File: config.mk
export PLATFORM = sky130hd
export DESIGN_NAME = fc_tile_sequencer_flat
export DESIGN_NICKNAME = d
export VERILOG_FILES = /design/src/rtl/fc_tile_sequencer_if.sv /design/src/rtl/fc_tile_sequencer.sv /design/src/flat_wrapper.sv
export SDC_FILE = /design/constraint.sdc
export NUM_CORES = 1
export LEC_CHECK = 0
export CORE_ASPECT_RATIO = 0.6
export CORE_MARGIN = 1
export CORE_UTILIZATION = 57
export DETAILED_ROUTE_END_ITERATION = 12
export GPL_TIMING_DRIVEN = 0
export PLACE_DENSITY = 0.85
export REMOVE_ABC_BUFFERS = 1
export SLEW_MARGIN = 5
export SYNTH_ARGS = -nofsm -noshare
export SYNTH_HDL_FRONTEND = slang
export SYNTH_SLANG_ARGS = --single-unit
File: constraint.sdc
create_clock -name clk_i -period 7.5 [get_ports clk_i]
set_input_delay 2.25 -clock clk_i [delete_from_list [all_inputs] [get_ports clk_i]]
set_output_delay 2.25 -clock clk_i [all_outputs]
set_load 0.05 [all_outputs]
File: src/rtl/fc_tile_sequencer_if.sv
// fc_tile_sequencer_if
//   Bundles the handshake and address signals between the FC tile sequencer
//   and its surroundings: the layer controller, the activation buffer, the
//   weight ROM, the MAC datapath and the output buffer.
//   master : the sequencer side. It receives start/src_ready and drives
//            busy, mac_*, act/wgt addresses, out_we/out_addr and done.
//   slave  : the environment side, with the opposite directions.
//   IW = activation index width, GW = group index width,
//   WW = weight row index width.
interface fc_tile_sequencer_if #(
    parameter int unsigned IW = 12,
    parameter int unsigned GW = 8,
    parameter int unsigned WW = 20
);
    logic          start;
    logic          src_ready;
    logic          busy;
    logic          mac_valid;
    logic          mac_first;
    logic          mac_last;
    logic [IW-1:0] act_addr;
    logic [WW-1:0] wgt_addr;
    logic          out_we;
    logic [GW-1:0] out_addr;
    logic          done;

    modport master (
        input  start, src_ready,
        output busy, mac_valid, mac_first, mac_last,
        output act_addr, wgt_addr, out_we, out_addr, done
    );

    modport slave (
        output start, src_ready,
        input  busy, mac_valid, mac_first, mac_last,
        input  act_addr, wgt_addr, out_we, out_addr, done
    );
endinterface

File: src/rtl/fc_tile_sequencer.sv
// fc_tile_sequencer
//   Sequences one fully-connected layer on the lane-parallel MAC datapath.
//   Output neurons are handled in groups of LANES. For each group the block
//   streams IN_LEN input beats, with activation and weight addresses and
//   first/last markers. It then follows the fixed datapath latency and issues
//   the write of the group result.
// Ports
//   clk_i  : clock; all state changes on the rising edge
//   rst_ni : asynchronous, active-low reset
//   bus    : fc_tile_sequencer_if.master
//            start/src_ready in
//            busy, mac_valid/first/last, act_addr, wgt_addr,
//            out_we, out_addr, done out
module fc_tile_sequencer #(
    parameter int unsigned IN_LEN   = 4096,
    parameter int unsigned OUT_LEN  = 4096,
    parameter int unsigned LANES    = 16,
    parameter int unsigned PIPE_LAT = 6
) (
    input  logic                clk_i,
    input  logic                rst_ni,
    fc_tile_sequencer_if.master bus
);
    localparam int unsigned NGRP = OUT_LEN / LANES;
    localparam int unsigned IW   = $clog2(IN_LEN);
    localparam int unsigned GW   = (NGRP > 1) ? $clog2(NGRP) : 1;
    localparam int unsigned WW   = $clog2(IN_LEN * NGRP);

    localparam logic [1:0] S_IDLE  = 2'd0;
    localparam logic [1:0] S_RUN   = 2'd1;
    localparam logic [1:0] S_DRAIN = 2'd2;
    localparam logic [1:0] S_DONE  = 2'd3;

    logic [1:0]          state_q,   state_d;
    logic [IW-1:0]       in_cnt_q,  in_cnt_d;
    logic [GW-1:0]       grp_q,     grp_d;
    logic [WW-1:0]       wgt_q,     wgt_d;
    logic [GW-1:0]       res_grp_q, res_grp_d;
    logic [PIPE_LAT-1:0] lat_q,     lat_d;

    logic mac_valid;
    logic mac_last;
    logic last_grp;

    assign mac_valid = (state_q == S_RUN) && bus.src_ready;
    assign mac_last  = mac_valid && (in_cnt_q == IW'(IN_LEN - 1));
    assign last_grp  = (grp_q == GW'(NGRP - 1));

    // Delay line for mac_last. Its tail is the output-buffer write strobe.
    // Reset clears it, so a write already in flight is dropped.
    assign lat_d = (lat_q << 1) | PIPE_LAT'(mac_last);

    always_comb begin
        state_d   = state_q;
        in_cnt_d  = in_cnt_q;
        grp_d     = grp_q;
        wgt_d     = wgt_q;
        res_grp_d = res_grp_q;
        case (state_q)
            S_IDLE: begin
                if (bus.start) begin
                    state_d  = S_RUN;
                    in_cnt_d = '0;
                    grp_d    = '0;
                    wgt_d    = '0;
                end
            end
            S_RUN: begin
                if (mac_valid) begin
                    // IN_LEN is a power of two, so in_cnt wraps by itself.
                    in_cnt_d = in_cnt_q + IW'(1);
                    wgt_d    = wgt_q + WW'(1);
                end
                if (mac_last) begin
                    // One result register is enough. The next mac_last is
                    // at least IN_LEN >= PIPE_LAT cycles away, so the
                    // pending write always happens before it.
                    res_grp_d = grp_q;
                    grp_d     = last_grp ? '0 : grp_q + GW'(1);
                    if (last_grp) begin
                        state_d = S_DRAIN;
                    end
                end
            end
            S_DRAIN: begin
                // Earlier groups have finished their writes before this
                // state, so the strobe seen here is the final one.
                if (lat_q[PIPE_LAT-1]) begin
                    state_d = S_DONE;
                end
            end
            default: state_d = S_IDLE;
        endcase
    end

    always_ff @(posedge clk_i or negedge rst_ni) begin
        if (!rst_ni) begin
            state_q   <= S_IDLE;
            in_cnt_q  <= '0;
            grp_q     <= '0;
            wgt_q     <= '0;
            res_grp_q <= '0;
            lat_q     <= '0;
        end else begin
            state_q   <= state_d;
            in_cnt_q  <= in_cnt_d;
            grp_q     <= grp_d;
            wgt_q     <= wgt_d;
            res_grp_q <= res_grp_d;
            lat_q     <= lat_d;
        end
    end

    assign bus.busy      = (state_q != S_IDLE);
    assign bus.mac_valid = mac_valid;
    assign bus.mac_first = mac_valid && (in_cnt_q == '0);
    assign bus.mac_last  = mac_last;
    assign bus.act_addr  = in_cnt_q;
    assign bus.wgt_addr  = wgt_q;
    assign bus.out_we    = lat_q[PIPE_LAT-1];
    assign bus.out_addr  = res_grp_q;
    assign bus.done      = (state_q == S_DONE);
endmodule
File: src/flat_wrapper.sv
// flat-port wrapper written by rule: the top's interface ports become plain ports
module fc_tile_sequencer_flat 
#(
    parameter int unsigned IN_LEN   = 4096,
    parameter int unsigned OUT_LEN  = 4096,
    parameter int unsigned LANES    = 16,
    parameter int unsigned PIPE_LAT = 6
)
  (clk_i, rst_ni, bus_start, bus_src_ready, bus_busy, bus_mac_valid, bus_mac_first, bus_mac_last, bus_act_addr, bus_wgt_addr, bus_out_we, bus_out_addr, bus_done);
  fc_tile_sequencer_if bus_i ();
  input  logic clk_i;
  input  logic rst_ni;
  input wire logic [$bits(bus_i.start)-1:0] bus_start;
  input wire logic [$bits(bus_i.src_ready)-1:0] bus_src_ready;
  output wire logic [$bits(bus_i.busy)-1:0] bus_busy;
  output wire logic [$bits(bus_i.mac_valid)-1:0] bus_mac_valid;
  output wire logic [$bits(bus_i.mac_first)-1:0] bus_mac_first;
  output wire logic [$bits(bus_i.mac_last)-1:0] bus_mac_last;
  output wire logic [$bits(bus_i.act_addr)-1:0] bus_act_addr;
  output wire logic [$bits(bus_i.wgt_addr)-1:0] bus_wgt_addr;
  output wire logic [$bits(bus_i.out_we)-1:0] bus_out_we;
  output wire logic [$bits(bus_i.out_addr)-1:0] bus_out_addr;
  output wire logic [$bits(bus_i.done)-1:0] bus_done;
  assign bus_i.start = bus_start;
  assign bus_i.src_ready = bus_src_ready;
  assign bus_busy = bus_i.busy;
  assign bus_mac_valid = bus_i.mac_valid;
  assign bus_mac_first = bus_i.mac_first;
  assign bus_mac_last = bus_i.mac_last;
  assign bus_act_addr = bus_i.act_addr;
  assign bus_wgt_addr = bus_i.wgt_addr;
  assign bus_out_we = bus_i.out_we;
  assign bus_out_addr = bus_i.out_addr;
  assign bus_done = bus_i.done;
  fc_tile_sequencer #(.IN_LEN(IN_LEN), .OUT_LEN(OUT_LEN), .LANES(LANES), .PIPE_LAT(PIPE_LAT)) u_core (.clk_i(clk_i), .rst_ni(rst_ni), .bus(bus_i));
endmodule
# Word-level counts from Yosys, hierarchy flattened

Cells that the tools add are included.
W data, S select, Z words.

Bits in latches: 0
Bits in registers: 56
Bits in writable memories: 0
Memory bits (read-only): 0
Output and inout bits: 46
Input port bits: 4
Memories kept: 0

Muxes and demuxes: 15
Multiply operators: 0
Shift operators: 0
Order comparisons: 0
Add/sub/neg operators: 3
Bitwise operators: 1
Div/mod/pow operators: 0
Reduce and logical (&&, ||, !) cells: 11
Equality and inequality tests: 10

Operators with widths:

| cell                    | number |
|---|---|
| $mux W20                | 2 |
| $pmux W20 S2            | 1 |
| $mux W12                | 2 |
| $mux W8                 | 3 |
| $pmux W12 S2            | 1 |
| $add A20 B1 Y20 const B | 1 |
| $pmux W8 S2             | 1 |
| $add A12 B1 Y12 const B | 1 |
| $eq A12 B12 Y1 const B  | 1 |
| $logic_not A12 Y1       | 1 |
| $add A8 B1 Y8 const B   | 1 |
| $eq A8 B8 Y1 const B    | 1 |
| $mux W2                 | 4 |
| $ne A2 B1 Y1 const B    | 4 |
| $or A6 B1 Y6            | 1 |
| $pmux W2 S3             | 1 |
| $reduce_and A3 Y1       | 2 |
| $eq A2 B2 Y1 const B    | 2 |
| $reduce_and A4 Y1       | 1 |
| $reduce_bool A2 Y1      | 2 |
| $logic_and A1 B1 Y1     | 3 |
| $eq A2 B1 Y1 const B    | 1 |
| $logic_not A2 Y1        | 1 |
| $ne A2 B2 Y1 const B    | 1 |
| $reduce_and A2 Y1       | 1 |

# Logic depth before layout (Yosys ltp)

Depth in word-level cells: 5
Gate-level depth with buffers: 9

# Least setup slack after synthesis

Ideal clock, no wire load.

Kind: input-to-output
Start point: in bus_src_ready
End point: out bus_mac_last
Setup slack: 1.689 ns
Arrival: 3.561 ns
Stages: 6
Required time: 5.250 ns
Cells stage by stage: buf_2 nand3_1 or4_1 buf_2 inv_2 buf_2

Word-level cells in the longest chain between the ends: 2

RTL lines:

| item                | RTL line                | text |
|---|---|---|
| start: declaration  | flat_wrapper.sv:14      | `input wire logic [$bits(bus_i.src_ready)-1:0] bus_src_ready;` |
| $logic_and A1 B1 Y1 | fc_tile_sequencer.sv:45 | `assign mac_valid = (state_q == S_RUN) && bus.src_ready;` |
| $logic_and A1 B1 Y1 | fc_tile_sequencer.sv:46 | `assign mac_last = mac_valid && (in_cnt_q == IW'(IN_LEN - 1));` |
| end: declaration    | flat_wrapper.sv:18      | `output wire logic [$bits(bus_i.mac_last)-1:0] bus_mac_last;` |

Every way passes these cells.

# Final worst setup path

Same ends and word-level chain as after synthesis.

==> metrics.yaml <==
clockPowerShare_pct: 21.8
run_status: "finished clean"
tightest_slew_ps: 926
ys.warnings.count: 0
pin_count_of_the_biggest_net_entering_global_routing: 30
clockRootBuffer: "clkbuf_8"
vias_after_detailed_routing: 2601
floorplan.io_pins: 50
avgSynthCellArea_um2: 9.50
worst-path-max-fanout: 17
setup.worst_path.end_class: "output port"
syn_area_um2: 2970
slew_headroom_pct: 38.1
sequentialPowerShare_pct: 47.4
number_of_clock_buffers_inserted_by_tritoncts: 5
final_routed_wirelength_um: 7190
grt_usage_pct: 29.5
power.switching_fraction_pct: 38.2
maxCapViolations: 0
number_of_cells_on_the_worst_hold_path: 0
chip_height_um: 57.9
ys_dominant_reg_cell: "dfrtp_1"
avgViaCountPerCell: 6.24
timing.final.crit_share_pct: 93.8
pwr-share-comb_pct: 30.7
timing.setup.critical_path_class: "in2out"
chipWidth_um: 95.1
setup_viol: 0
power_leakage_nw: 1.62
reg2reg_setup_slack_ps: 4310
grt_pass1_wl_um: 12200
routabilityCongestion: 0.840
internal-power_uw: 487
crit_arrival_ps: 4780
drt-initial-drc-count: 326
clock_path_buffers: 2
synth_cell_type_count: 50
critical_path_required_ps: 5250
fin_worst_skew_ps: 6.30
final_max_slew_viol_count: 0
yosys_register_bits: 56
dr.pass1.iters: 6
remaining_drc_errors: 0
rsz_0062_raised_after_global_routing: "no"
final-hold-violation-count: 0
layout_common_cells: "dfrtp_1 (56), nand2_1 (48), clkdlybuf4s50_1 (47)"
sequential_share_of_the_synthesized_area_pct: 47.3
hold_start: "u_core.lat_q[0]"
whs_endpoint: "u_core.lat_q[1]"
final_period_minus_worst_setup_slack_ps: 7030
final_util_pct: 75.2
clkSinkCount: 56
crit_path_top_delay_cell: "or4_1"
floorplan.die_area_um2: 5500
power.density_cell_area_nw_per_um2: 220
timing.reg2reg.worst_path_depth: 7
final_layout_size_suffix_gt1_share_pct: 5.65
antenna_left: 0
worstSetupStartpointType: "primary input"
rr_endpoint: "u_core.grp_q[7]"
syn2layout_area_growth_pct: 21.1
grt_antenna_before_repair: 0
critical_path.cell_chain: "clkdlybuf4s50_1, nand3_1, or4_1, inv_2, dlymetal6s2s_1"
final_common_cell: "dfrtp_1"
timing.setup.tns_ps: 0
largest_incremental_delay_on_the_critical_path_ps: 840
netSwitchingPower_uw: 301
clock_latency_ps: 310
routed_wl_per_cell_um: 17.2
finish.net_count: 366
port_bufs: 49
overflow: 0
vias_in_the_first_global_route: 2371
synth-edff-count: 0
cts_tree: "done"
classification_of_the_worst_slack_hold_path: "reg2reg"
cts_max_level: 2
asyncSetResetFlopFracSynth_pct: 100
start_util_pct: 62.1
postSynthCellCount: 312
cts_hold_repair.buffers: 0
max_freq_mhz: 142
floorplan.core_area_um2: 4780
num_antenna_cells: 0
reg_clk_slew_reported_paths_ps: 90
placement_rows: 19
vdd_ir_drop_max_v: 0.000265
hpwl_dp_um: 4980
r2r_start: "u_core.state_q[1]"
-- routing by layer --
| metal | GRT usage, % | routed length (um) |
|---|---|---|
| met2 | 42.6 | 3140 |
| met5 | 0 | 0 |
| met1 | 46.7 | 3430 |
| met4 | 6.28 | 57 |
| met3 | 5.12 | 555 |
-- per-stage QoR --
stage	total power, mW	hold slack, ps	setup WS [ps]	area, um^2	std cells
6_report	0.788	361	467	3590	417
5_1_grt	0.825	367	366	3590	417
4_1_cts	0.790	357	81.0	3590	417
3_5_place_dp	0.620	336	85.3	3500	409
3_3_place_gp	0.612	334	136	3460	407
2_1_floorplan	0.528	331	1810	2890	295
-- what timing repair did --
item / 4_1_cts / 5_1_grt
buffers inserted: 0 / 0
endpoints found under the setup margin: 0 / 1
endpoints found under the hold margin: 0 / 0
gates resized for setup: 0 / 1
-- registers in the layout, indices dropped and copies added, names as in the netlist --
name / flops
u_core.bus.act_addr: 12
u_core.grp_q: 8
u_core.state_q: 2
u_core.bus.wgt_addr: 20
u_core.bus.out_addr: 8
u_core.lat_q: 6
-- power groups by stage --
stage / clock network, mW / registers [mW] / logic (mW)
2_1_floorplan: 0 / 0.463 / 0.0651
3_3_place_gp: 0 / 0.376 / 0.236
3_5_place_dp: 0 / 0.379 / 0.241
4_1_cts: 0.173 / 0.373 / 0.244
5_1_grt: 0.186 / 0.380 / 0.259
6_report: 0.172 / 0.374 / 0.242
-- cell type report --
class | instances | area (um^2)
Clock buffer | 8 | 90.1
Fill cell | 346 | 1190
Inverter | 14 | 52.6
Multi-Input combinational cell | 225 | 1450
Sequential cell | 56 | 1400
Tap cell | 63 | 78.8
Timing Repair Buffer | 51 | 523
-- critical path: cells and delay by family --
| kind | cells | cell delay, ps |
|---|---|---|
| buffers and inverters | 3 | 1530 |
| and+or+nand+nor | 2 | 990 |
-- logic make-up after synthesis --
logic type,share of synthesized area [%]
flip-flops,47.3
multiplexers,4.26
buffers and inverters,4.22
XOR/XNOR,3.84
AND/OR/NAND/NOR,26.4
adder cells (fa/ha/maj),3.80
AO/OA/AOI/OAI,10.3
-- cells in the mapped netlist (2+ instances only) --
library cell	number	area, um^2
dfrtp_1	56	1400
nand2_1	48	180
nand3_1	18	90.1
nor2_1	17	63.8
a21oi_1	13	65.1
inv_1	13	48.8
clkbuf_1	12	45.0
xnor2_1	12	105
mux2i_1	10	100
ha_1	9	113
nor4_1	9	56.3
nand2b_1	8	50.1
o21ai_0	7	35.0
or4_1	7	52.6
and3_1	6	37.5
o31ai_1	6	45.0
nand4_1	5	31.3
nor3_1	5	25.0
and4_1	4	35.0
buf_2	4	20.0
a22o_1	3	26.3
a31oi_1	3	18.8
and2_1	3	18.8
a221oi_1	2	17.5
nand3_2	2	20.0
nor2b_1	2	12.5
nor3b_1	2	15.0
nor4b_1	2	17.5
o41ai_1	2	17.5
or3_1	2	12.5
-- worst max-delay path by stage --
stage                             start           end  slack (ps)  depth (start not counted)
after global placement    bus_src_ready  bus_mac_last         140                          5
after global routing      bus_src_ready  bus_mac_last         370                          5
after floorplan           bus_src_ready  bus_mac_last        1810                          3
final                     bus_src_ready  bus_mac_last         470                          5
after detailed placement  bus_src_ready  bus_mac_last          90                          5
after CTS                 bus_src_ready  bus_mac_last          80                          5
No activity file was read; power rests on OpenSTA's default activity.
